$ cat src/rtl/mem_access_unit.sv
// Memory access stage: issues one bus transaction per aligned load/store,
// stalls the pipeline until the bus acks or times out, and loads the MEM/WB
// register. Also resolves branch/jump redirection for the fetch stage.
//
// state | meaning
// IDLE  | no bus transaction; pass-through ops retire, aligned accesses start
// BUSY  | mem_req held high, counting cycles until mem_ack or timeout
// DONE  | access finished; MEM/WB loads the result on the next edge
module mem_access_unit #(
  parameter int TIMEOUT = 16
) (
  input  logic        clk,
  input  logic        rst_n,
  input  logic        MemRead_in,
  input  logic        MemWrite_in,
  input  logic        MemtoReg_in,
  input  logic        RegWrite_in,
  input  logic        Branch_in,
  input  logic        Jump_in,
  input  logic        ALUzero_in,
  input  logic [4:0]  regRd_in,
  input  logic [31:0] memadd_in,
  input  logic [31:0] Wrdata_in,
  input  logic [31:0] branchpc_in,
  input  logic [31:0] jumpaddr_in,
  output logic        mem_req,
  output logic        mem_we,
  output logic [31:0] mem_addr,
  output logic [31:0] mem_wdata,
  input  logic        mem_ack,
  input  logic [31:0] mem_rdata,
  output logic        stall,
  output logic        pcsrc,
  output logic [31:0] pc_target,
  output logic        flush,
  output logic        align_err,
  output logic        bus_err,
  output logic        RegWrite_out,
  output logic        MemtoReg_out,
  output logic [4:0]  regRd_out,
  output logic [31:0] readdata_out,
  output logic [31:0] aluresult_out
);

  localparam int CW = (TIMEOUT > 2) ? $clog2(TIMEOUT) : 1;
  localparam logic [CW-1:0] CNT_LAST = CW'(TIMEOUT - 1);

  typedef enum logic [1:0] {IDLE, BUSY, DONE} state_t;

  state_t        state, state_nxt;
  logic [CW-1:0] cnt;
  logic          failed;
  logic [31:0]   hold_rdata;
  logic          op, mis, is_write;
  logic          start, ack_hit, tmo_hit;

  assign op       = MemRead_in | MemWrite_in;
  assign mis      = op & (memadd_in[1:0] != 2'b00);
  assign is_write = MemWrite_in;

  // Next-state and stall decode; ack wins over a same-cycle timeout
  always_comb begin
    state_nxt = state;
    stall     = 1'b0;
    start     = 1'b0;
    ack_hit   = 1'b0;
    tmo_hit   = 1'b0;
    case (state)
      IDLE: begin
        if (op && !mis) begin
          stall     = 1'b1;
          start     = 1'b1;
          state_nxt = BUSY;
        end
      end
      BUSY: begin
        stall = 1'b1;
        if (mem_ack) begin
          ack_hit   = 1'b1;
          state_nxt = DONE;
        end else if (cnt == CNT_LAST) begin
          tmo_hit   = 1'b1;
          state_nxt = DONE;
        end
      end
      DONE:    state_nxt = IDLE;
      default: state_nxt = IDLE;
    endcase
  end

  // State register
  always_ff @(posedge clk or negedge rst_n) begin
    if (!rst_n) state <= IDLE;
    else        state <= state_nxt;
  end

  // Bus request, cycle counter, error pulses and read-data holding register
  always_ff @(posedge clk or negedge rst_n) begin
    if (!rst_n) begin
      cnt        <= '0;
      mem_req    <= 1'b0;
      mem_we     <= 1'b0;
      mem_addr   <= '0;
      mem_wdata  <= '0;
      bus_err    <= 1'b0;
      align_err  <= 1'b0;
      failed     <= 1'b0;
      hold_rdata <= '0;
    end else begin
      bus_err   <= tmo_hit;
      align_err <= (state == IDLE) && mis;
      if (start) begin
        cnt       <= '0;
        mem_req   <= 1'b1;
        mem_we    <= is_write;
        mem_addr  <= memadd_in;
        mem_wdata <= Wrdata_in;
        failed    <= 1'b0;
      end else if (state == BUSY) begin
        cnt <= cnt + 1'b1;
        if (ack_hit) begin
          mem_req    <= 1'b0;
          hold_rdata <= mem_rdata;
        end else if (tmo_hit) begin
          mem_req <= 1'b0;
          failed  <= 1'b1;
        end
      end
    end
  end

  // MEM/WB register: bubble while stalled, otherwise load from the stage inputs
  always_ff @(posedge clk or negedge rst_n) begin
    if (!rst_n) begin
      RegWrite_out  <= 1'b0;
      MemtoReg_out  <= 1'b0;
      regRd_out     <= '0;
      readdata_out  <= '0;
      aluresult_out <= '0;
    end else if (stall) begin
      RegWrite_out <= 1'b0;
      MemtoReg_out <= 1'b0;
    end else begin
      MemtoReg_out  <= MemtoReg_in;
      regRd_out     <= regRd_in;
      aluresult_out <= memadd_in;
      if (state == DONE) begin
        RegWrite_out <= RegWrite_in & ~failed;
        readdata_out <= hold_rdata;
      end else begin
        RegWrite_out <= RegWrite_in & ~mis;
      end
    end
  end

  assign pcsrc     = ~stall & (Jump_in | (Branch_in & ALUzero_in));
  assign pc_target = Jump_in ? jumpaddr_in : branchpc_in;
  assign flush     = pcsrc;

endmodule

$ cat config.mk
export PLATFORM = sky130hd
export DESIGN_NAME = mem_access_unit
export DESIGN_NICKNAME = d
export VERILOG_FILES = /design/src/rtl/mem_access_unit.sv
export SDC_FILE = /design/constraint.sdc
export NUM_CORES = 1
export LEC_CHECK = 0
export ABC_AREA = 1
export BUFFER_PORTS_ARGS = -buffer_cell sky130_fd_sc_hd__buf_2
export CAP_MARGIN = 25
export CORE_ASPECT_RATIO = 1.4
export CORE_MARGIN = 1.5
export CORE_UTILIZATION = 25
export DETAILED_ROUTE_END_ITERATION = 8
export GPL_TIMING_DRIVEN = 0
export HOLD_SLACK_MARGIN = 0.05
export PLACE_DENSITY = 0.46
export SLEW_MARGIN = 20
export SYNTH_ARGS = -nofsm -noshare
export SYNTH_HDL_FRONTEND = slang
export SYNTH_SLANG_ARGS = --single-unit
$ cat constraint.sdc
create_clock -name clk -period 3.7 [get_ports clk]
set_input_delay 0.37 -clock clk [delete_from_list [all_inputs] [get_ports clk]]
set_output_delay 0.37 -clock clk [all_outputs]
set_load 0.03 [all_outputs]
**Word level (Yosys, flattened, before mapping)**

Cells that the tools add are included.
W data, S select, Z words.

- $add $sub $neg: 1
- Equal/unequal tests: 6
- Muxes and demuxes: 26
- Bitwise gates (word level): 11
- Reduce and logical (&&, ||, !) cells: 13

Operator list:

| kind | number |
|---|---|
| $mux W32 | 1 |
| $mux W1 | 18 |
| $mux W4 | 2 |
| $mux W2 | 3 |
| $reduce_and A2 Y1 | 3 |
| $reduce_and A3 Y1 | 2 |
| $reduce_bool A2 Y1 | 3 |
| $and A1 B1 Y1 | 5 |
| $add A4 B1 Y4 const B | 1 |
| $eq A4 B4 Y1 const B | 1 |
| $ne A2 B2 Y1 const B | 2 |
| $not A1 Y1 | 4 |
| $pmux W2 S2 | 1 |
| $ne A3 B3 Y1 const B | 1 |
| $reduce_bool A3 Y1 | 1 |
| $eq A2 B1 Y1 const B | 1 |
| $eq A2 B2 Y1 const B | 1 |
| $logic_and A1 B1 Y1 | 2 |
| $logic_not A2 Y1 | 1 |
| $or A1 B1 Y1 | 2 |
| $pmux W1 S2 | 1 |
| $logic_not A1 Y1 | 1 |

- Register bits: 178

**Depth between registers and ports, before layout**

Gate-level depths: netlist of the first run.

- Word-level depth: 8
- Mapped depth: 8

**Worst setup path before layout of the first run**

No wires, ideal clock.

- Kind: reg-to-output
- Start: reg state[1]
- End: out pcsrc
- Arrival: 1.628 ns
- Data required time: 3.330 ns
- Path slack: 1.702 ns
- Cell stages (with the launch flop): 7
- Path through: dfrtp_1 inv_1 nand2_2 nand2_1 buf_2 nor2_1 buf_4

- Cells in the longest elaborated chain, start to end: 4

RTL lines:

| element | line | source |
|---|---|---|
| from (decl) | 50 | `state_t state, state_nxt;` |
| from (signal assigned) | 94 | `else state <= state_nxt;` |
| $eq A2 B1 Y1 / $logic_not A2 Y1 (equally long branches) | 68 | `case (state)` |
| $pmux W1 S2 (*) | 68 |  |
| named net stall | 32 | `output logic stall,` |
| $not A1 Y1 (no source line) (*) | n/a |  |
| $and A1 B1 Y1 (*) | 156 | `assign pcsrc = ~stall & (Jump_in \| (Branch_in & ALUzero_in));` |
| to (decl) | 33 | `output logic pcsrc,` |

Mark *: on every way through the listed nets, which the timed path passes. The rest lies on a longest branch.

**Worst setup path after layout of the first run**

- Start: reg state[1]
- End: out pcsrc

- Cells in the longest elaborated chain, start to end: 4

RTL lines:

| element | line |
|---|---|
| $eq A2 B1 Y1 / $logic_not A2 Y1 (equally long branches) | 68 |
| $pmux W1 S2 (*) | 68 |
| $not A1 Y1 (no source line) (*) | n/a |
| $and A1 B1 Y1 (*) | 156 |

Mark *: on every way between the ends. The rest lies on a longest branch, timed or not.

==> results of run 1 <==
-- cells by family (layout without fill, tap and decap cells) --
family / count (synthesis) / after routing / synth area share
DFF: 178 / 178 / 0.615
buffers and inverters: 91 / 472 / 0.0649
other: 0 / 2 / 0
AOI/OAI and AO/OA: 70 / 70 / 0.0483
muxes: 32 / 32 / 0.0497
and+or+nand+nor: 403 / 403 / 0.221
adders and majority gates: 1 / 1 / 0.00173
-- how the worst max path moves through the flow --
stage	from	cells past startpoint	endpoint	slack, ns
after floorplan	state[1]	6	pcsrc	1.70
after global placement	rst_n	1	mem_addr[10]	-0.95
after detailed placement	Jump_in	6	pcsrc	1.44
after CTS	state[1]	7	pcsrc	1.08
after global routing	state[1]	7	pcsrc	1.0
final	state[1]	7	pcsrc	1.15
-- worst max-delay path, delay by kind of cell (launching register included) --
family / cells / cell delay, ns
flip-flops: 1 / 0.45
AND/OR/NAND/NOR: 4 / 0.66
buffers and inverters: 3 / 0.63
-- through the flow --
stage	cell area (um^2)	hold slack [ns]	TNS, ns	instances	util
4_1_cts	10100	0.0960	0	1531	0.355
2_1_floorplan	7250	0.0744	0	775	-
5_1_grt	10100	0.0973	0	1532	0.355
6_report	10100	0.125	0	1533	0.355
3_3_place_gp	9450	0.449	-163.30	1497	0.332
3_5_place_dp	9520	0.257	0	1499	0.334
-- per-layer routing --
layer / wire length (um) / part of all wire / GRT usage / up-vias
li1: - / - / - / 3169
met1: 9360 / 0.39 / 0.170 / 3042
met2: 12700 / 0.52 / 0.303 / 246
met3: 1670 / 0.069 / 0.0464 / 37
met4: 531 / 0.022 / 0.0518 / 6
met5: 44 / 0.0018 / 0 / -
-- layout make-up --
class | count | area, um^2
repair buffers | 350 | 1810
clock buffers | 17 | 425
well taps | 375 | 469
inverters | 46 | 175
flip-flops and latches | 178 | 4450
multi-input cells | 506 | 2320
diodes | 2 | 5.00
fillers | 3080 | 18400
plain buffers | 45 | 295
clock inverters | 14 | 166
-- where the power goes --
part           total, W  switching [W]  internal (W)
clock network   0.00185       0.000890      0.000964
registers       0.00283       0.000289       0.00254
logic           0.00253        0.00179      0.000741
total           0.00721        0.00297       0.00424
-- cells in the final DEF (no fill, tap or decap), drive strengths merged --
master	instances
buf	386
nand2	312
dfrtp	178
inv	53
nand3	49
nor2	39
a21oi	35
o21ai	35
mux2	32
clkbuf	25
clkinv	5
diode	2
and3	1
or2	1
nand4	1
ha	1
clkinvlp	1
bufinv	1
dlygate4sd3	1
-- flip-flops by register name, summed over array words and instances, names as in the netlist --
name / flops
failed: 1
regRd_out: 5
RegWrite_out: 1
MemtoReg_out: 1
state: 2
mem_we: 1
aluresult_out: 32
mem_addr: 32
hold_rdata: 32
mem_wdata: 32
mem_req: 1
align_err: 1
readdata_out: 32
cnt: 4
bus_err: 1
-- timing repair --
| item | 4_1_cts | 5_1_grt |
|---|---|---|
| hold endpoints to repair | 32 | 0 |
| resized for setup | 0 | 0 |
| hold buffers | 1 | 0 |
==> impl_metrics.ini, run 1 <==
[synth]
synth.most_common_cell = nand2_1
synth_top_area_share = 0.615
synth_edf_count = 0
synth_top_area_cell = dfrtp_1
synthCells = 775
yosysWarnings = 0
ys_ff_latch = 178
synth_area_leaders = dfrtp_1 (61%), nand2_1 (16%), mux2_2 (5.0%), nand3_1 (3.3%), a21oi_1 (2.4%)
synth-main-ff-cell = dfrtp_1
postSynthAreaPerCell_um2 = 9.35
ys_types = 20
async_flop_share = 1.00
syn_area_um2 = 7250
synth.top_cells.by_count = nand2_1 (310), dfrtp_1 (178), nand3_1 (48), inv_1 (45), nor2_1 (38)
yosysSeqAreaShare = 0.615
synth_fp_nets = 951

[worst_setup_path]
cpMaxStageDelayCell = dfrtp_1
cp_max_fo = 10
r2r_start = state[1]
worstSetupEndpointType = primary output
crit_arrival_ns = 2.18
cpPeakStageDelay_ns = 0.45
crit_required_ns = 3.33
rrSetupSlack_ns = 2.17
crit_chain = nor2_1, nand3_2, nand2_1, buf_2, nor2_1, buf_4, buf_2
path_class = register to primary output
cp-start-kind = register
rr_worst_depth = 7
r2r-end = mem_wdata[0]

[detailed_routing]
via_per_inst = 4.24
firstDrtPassIters = 5
wire_per_inst_um = 15.9
drcViolationCount = 0
routed_wl_mm = 24.3
num_vias = 6500
drt_iter0_markers = 179
ant_nets = 0

[grt]
antenna_found_initial = 9
grt_pass1_wl_mm = 36.5
grt_usage = 0.161
grt_overflow = 0
first_global_vias = 6416
grt_max_degree = 75

[pwr]
ir_drop_mv = 0.313
finalPower_w = 0.00721
powerDensity_nw_per_um2 = 712
leakage_nw = 5.69

[sta]
fmax_ghz = 0.393
worst_pin_slew_ns = 0.512
finalCritPeriodShare = 0.688
relSlewSlack = 0.659
fin_ws_ns = 1.15
hold_viol_final = 0
clock-skew-final_ns = 0.00915
rsz0062_at_grt = no
drv_slew = 0
setup_violations = 0
period_needed_ns = 2.55

[cts]
numCtsBuffers = 17
cts_tree = yes
ctsRootBufferMaster = clkbuf_16
htreeDepth = 4
cts_sinks = 178
clk_latency_ns = 0.43
path_clk_slew_ns = 0.08
clock_path_buffers = 2
cts_post_setup_buffers_inserted = 0

[finish]
drive_above_1_share = 0.394
area_delta_synth_final_pct = 39.7
nNetsFinal = 1320

[placed_design]
io_buffers = 347
gp_congestion = 0.764
post-place-ws_ns = 1.44
hpwl_mm = 18.6

[run]
drv_cap = 0

[floorplanning]
dieHeight_um = 204
rows = 73
core_area_um2 = 28500
dieArea_um2 = 30000
start_util = 0.254
dieWidth_um = 147
ioPinCount = 349

[outcome]
status = finished, final reports clean

[hold_path]
holdPathStages = 3
hold_path_class = input port to register
hp-start = Wrdata_in[14]
holdPathEnd = mem_wdata[14]
Note: power is estimated with default switching activity, not from simulation.
==> run 2: changes to the inputs <==
Settings changed: ABC_AREA 1 to 0, PLACE_DENSITY 0.46 to 0.47.
Clock period 3.7 ns to 2.15 ns, I/O delays scaled along.
==> impl_metrics.ini, run 2 <==
[synth]
yosysSeqAreaShare = 0.582
syn_area_um2 = 7650
ys_ff_latch = 178
synth_edf_count = 0
ys_types = 41
async_flop_share = 1.00
postSynthAreaPerCell_um2 = 13.3
synth_area_leaders = dfrtp_1 (58%), mux2_2 (21%), o211ai_1 (7.0%), nand2_1 (3.8%), mux2_4 (1.4%)
synth_fp_nets = 751
synth_top_area_share = 0.582
yosysWarnings = 0
synth.most_common_cell = dfrtp_1
synthCells = 575
synth-main-ff-cell = dfrtp_1
synth.top_cells.by_count = dfrtp_1 (178), mux2_2 (145), nand2_1 (77), o211ai_1 (71), clkbuf_1 (15)
synth_top_area_cell = dfrtp_1

[cts]
cts_sinks = 178
clock_path_buffers = 2
cts_tree = yes
numCtsBuffers = 17
ctsRootBufferMaster = clkbuf_16
htreeDepth = 4
path_clk_slew_ns = 0.07
clk_latency_ns = 0.45

[sta]
setup_violations = 0
hold_viol_final = 0
fmax_ghz = 0.498
worst_pin_slew_ns = 0.668
tns_ns = 0
fin_ws_ns = 0.140
finalCritPeriodShare = 0.935
clock-skew-final_ns = 0.00731
relSlewSlack = 0.555
whs_ns = 0.211
period_needed_ns = 2.01
drv_slew = 0
rsz0062_at_grt = no

[placed_design]
hpwl_mm = 18.2
gp_congestion = 0.852
dp.cells = 1309
io_buffers = 347
post-place-ws_ns = -0.141

[pwr]
leakage_nw = 5.46
ir_drop_mv = 0.454
powerDensity_nw_per_um2 = 1100

[floorplanning]
dieArea_um2 = 31700
ioPinCount = 349
dieHeight_um = 210
rows = 75
core_area_um2 = 30000
start_util = 0.255
dieWidth_um = 151

[worst_setup_path]
path_class = register to primary output
r2r-end = aluresult_out[21]
crit_arrival_ns = 1.79
rr_worst_depth = 6
rrSetupSlack_ns = 0.35
worstSetupEndpointType = primary output
cp-start-kind = register
crit_required_ns = 1.93
r2r_start = state[1]
cp_max_fo = 10

[run]
drv_cap = 0

[finish]
nNetsFinal = 1228
final_common_cell = buf_2
stdcell_count = 1449
drive_above_1_share = 0.536
num_antenna_cells = 0
final_cell_mix = buf_2 (356), dfrtp_1 (178), mux2_2 (145), dlygate4sd3_1 (107), nand2_1 (77)
area_delta_synth_final_pct = 51.5

[detailed_routing]
drt_iter0_markers = 180
drcViolationCount = 0
firstDrtPassIters = 4
routed_wl_mm = 24.9
via_per_inst = 4.48
wire_per_inst_um = 17.2
ant_nets = 0
num_vias = 6485

[grt]
grt_overflow = 0
grt_max_degree = 81
grt_usage = 0.162
grt_pass1_wl_mm = 38.1
first_global_vias = 6861
antenna_found_initial = 0

[outcome]
status = finished, final reports clean

[hold_path]
hold_path_class = input port to async pin
## run 2: layer usage
metal  share of wire  track usage  routed length, um  vias to the layer above
met5               0            0                  0                        -
met4           0.035       0.0747                882                        0
met1            0.37        0.168               9150                     3160
met2            0.54        0.301              13600                      268
li1                -            -                  -                     3018
met3           0.054       0.0374               1340                       39
## run 2: metrics by stage
| stage | power (W) | utilization | cell area [um^2] |
|---|---|---|---|
| global placement | 0.00973 | 0.329 | 9870 |
| detailed placement | 0.00981 | 0.331 | 9930 |
| global route | 0.0135 | 0.386 | 11600 |
| CTS | 0.0130 | 0.385 | 11600 |
| finish | 0.0128 | 0.386 | 11600 |
| floorplan | 0.00814 | - | 7650 |
## run 2: cell families (layout without fill, tap and decap cells)
kind of cell	count (synthesis)	in the layout	synth area share
mux	159	159	0.237
compound gates	90	90	0.0872
flops	178	178	0.582
fa+ha+maj	1	1	0.00164
simple gates	99	99	0.0571
buf+inv	48	537	0.0343
## run 2: area by class of cell
cell class	count	area (um^2)
Buffer	42	246
Clock buffer	18	439
Clock inverter	13	87.6
Fill cell	2936	18400
Inverter	5	27.5
Multi-Input combinational cell	349	2960
Sequential cell	178	4450
Tap cell	385	482
Timing Repair Buffer	459	2900
## run 2: where the power goes
| part | internal, W | switching, W | leakage (nW) |
|---|---|---|---|
| sequential | 0.00444 | 0.000524 | 2.13 |
| combinational | 0.00186 | 0.00305 | 3.08 |
| clock | 0.00149 | 0.00140 | 0.246 |
| total | 0.00779 | 0.00498 | 5.46 |
## run 2: worst max-delay path, cell delays in order (launching register included)
cell and delay, ns:
dfrtp_1 0.41, buf_4 0.20, inv_6 0.12, o21ai_4 0.12, a21oi_2 0.19, buf_4 0.12
buf_2 0.18
## run 2: how the worst max path moves through the flow
stage	start	endpoint	slack, ns	depth (start not counted)
6_report	state[0]	pcsrc	0.14	6
5_1_grt	state[0]	pcsrc	0.03	6
4_1_cts	state[0]	stall	0.01	5
3_5_place_dp	memadd_in[1]	pcsrc	-0.14	7
3_3_place_gp	rst_n	readdata_out[15]	-2.33	1
2_1_floorplan	state[0]	pcsrc	0.30	5
## run 2: repair_timing
item	CTS	global route
gates cloned	0	0
endpoints found under the hold margin	233	0
resized for setup	7	4
setup endpoints to repair	3	2
buffers inserted	1	2
hold buffers	107	0
pin swaps	0	1
==> run 3: changes to the inputs <==
Settings changed: ABC_AREA 0 to 1.
==> impl_metrics.ini, run 3 (synthesized netlist as in run 1, its figures left out) <==
[cts]
numCtsBuffers = 17
clock_path_buffers = 2
cts_tree = yes
clk_latency_ns = 0.43
ctsRootBufferMaster = clkbuf_16
path_clk_slew_ns = 0.07
htreeDepth = 4
cts_sinks = 178

[sta]
setup_violations = 0
relSlewSlack = 0.636
hold_viol_final = 0
clock-skew-final_ns = 0.00943
period_needed_ns = 2.07
worst_pin_slew_ns = 0.546
drv_slew = 0
rsz0062_at_grt = no
fmax_ghz = 0.483
finalCritPeriodShare = 0.962

[worst_setup_path]
cp_max_fo = 10
crit_required_ns = 1.93
crit_arrival_ns = 1.85
path_class = input port to primary output
rrSetupSlack_ns = 0.53
worstSetupEndpointType = primary output
r2r-end = readdata_out[30]
crit_chain = dlygate4sd3_1, buf_2, nor2_1, nand3_2, nand2_4, buf_8, nor2_1, buf_4, buf_2
r2r_start = state[0]
cp-start-kind = input port
cpMaxStageDelayCell = dlygate4sd3_1
rr_worst_depth = 5
cpPeakStageDelay_ns = 0.57

[pwr]
ir_drop_mv = 0.632
powerDensity_nw_per_um2 = 1130
leakage_nw = 6.14

[detailed_routing]
drt_iter0_markers = 240
drcViolationCount = 0
ant_nets = 0
firstDrtPassIters = 4
wire_per_inst_um = 15.3
routed_wl_mm = 25.1
num_vias = 6828
via_per_inst = 4.17

[hold_path]
holdPathStages = 4
holdPathEnd = state[0]
hp-start = mem_ack
hold_path_class = input port to register

[grt]
grt_overflow = 0
antenna_found_initial = 5
grt_usage = 0.164
grt_pass1_wl_mm = 37.4
grt_max_degree = 84
first_global_vias = 6625

[floorplanning]
rows = 73
start_util = 0.254
dieWidth_um = 147
dieArea_um2 = 30000
ioPinCount = 349
dieHeight_um = 204
core_area_um2 = 28500

[finish]
nNetsFinal = 1424
stdcell_count = 1638
final_common_cell = buf_2
drive_above_1_share = 0.365
area_delta_synth_final_pct = 54.5
final_cell_mix = buf_2 (368), nand2_1 (309), dfrtp_1 (177), dlygate4sd3_1 (104), nand3_1 (48)
final_util = 0.393

[placed_design]
dp.cells = 1499
io_buffers = 347
hpwl_mm = 18.7
gp_congestion = 0.781

[outcome]
status = finished, final reports clean

[run]
drv_cap = 0
run 3: worst max-delay path: cells and delay by family:
kind                   cells  cell delay [ns]
AND/OR/NAND/NOR            4             0.44
buffers and inverters      5             1.20
run 3: per-stage QoR:
step | area (um^2) | setup TNS (ns) | hold slack, ns | setup WS, ns | power, W
global route | 11200 | 0 | 0.0866 | 0.0203 | 0.0134
global placement | 9450 | -406.18 | 0.411 | -2.31 | 0.00931
finish | 11200 | 0 | 0.0836 | 0.0807 | 0.0126
detailed placement | 9520 | 0 | 0.0944 | 0.0951 | 0.00937
CTS | 11200 | 0 | 0.0595 | 0.0219 | 0.0128
floorplan | 7250 | 0 | -0.0806 | 0.307 | 0.00774
run 3: what timing repair did:
item / in CTS / in global routing
pin swaps: 0 / 1
hold endpoints to repair: 226 / 0
resized for setup: 6 / 3
setup buffers: 0 / 1
setup endpoints to repair: 3 / 1
hold buffers: 104 / 0
run 3: worst max path at each step:
| stage | slack [ns] | depth (start not counted) | start | endpoint |
|---|---|---|---|---|
| 2_1_floorplan | 0.31 | 6 | state[1] | pcsrc |
| 3_3_place_gp | -2.31 | 1 | rst_n | mem_addr[9] |
| 3_5_place_dp | 0.1 | 6 | Jump_in | pcsrc |
| 6_report | 0.08 | 9 | memadd_in[1] | pcsrc |
| 5_1_grt | 0.02 | 9 | memadd_in[1] | pcsrc |
| 4_1_cts | 0.02 | 9 | memadd_in[1] | pcsrc |
run 3: final cells by class:
type / instances / area, um^2
buffer: 45 / 305
sequential: 178 / 4460
fill: 2960 / 17300
clock buffer: 19 / 453
multi-input combinational: 506 / 2340
timing repair buffer: 454 / 2850
clock inverter: 13 / 143
antenna: 2 / 5.00
inverter: 46 / 175
tap: 375 / 469
run 3: power by group:
group          internal (W)  switching [W]
combinational       0.00141        0.00314
sequential          0.00437       0.000505
clock               0.00171        0.00147
total               0.00749        0.00511
run 3: per-layer routing:
layer  share of wire  GRT usage  wire [um]
met3           0.071     0.0453       1780
met4           0.020     0.0511        514
met2            0.53      0.312      13400
met5         0.00028          0          7
met1            0.38      0.174       9430
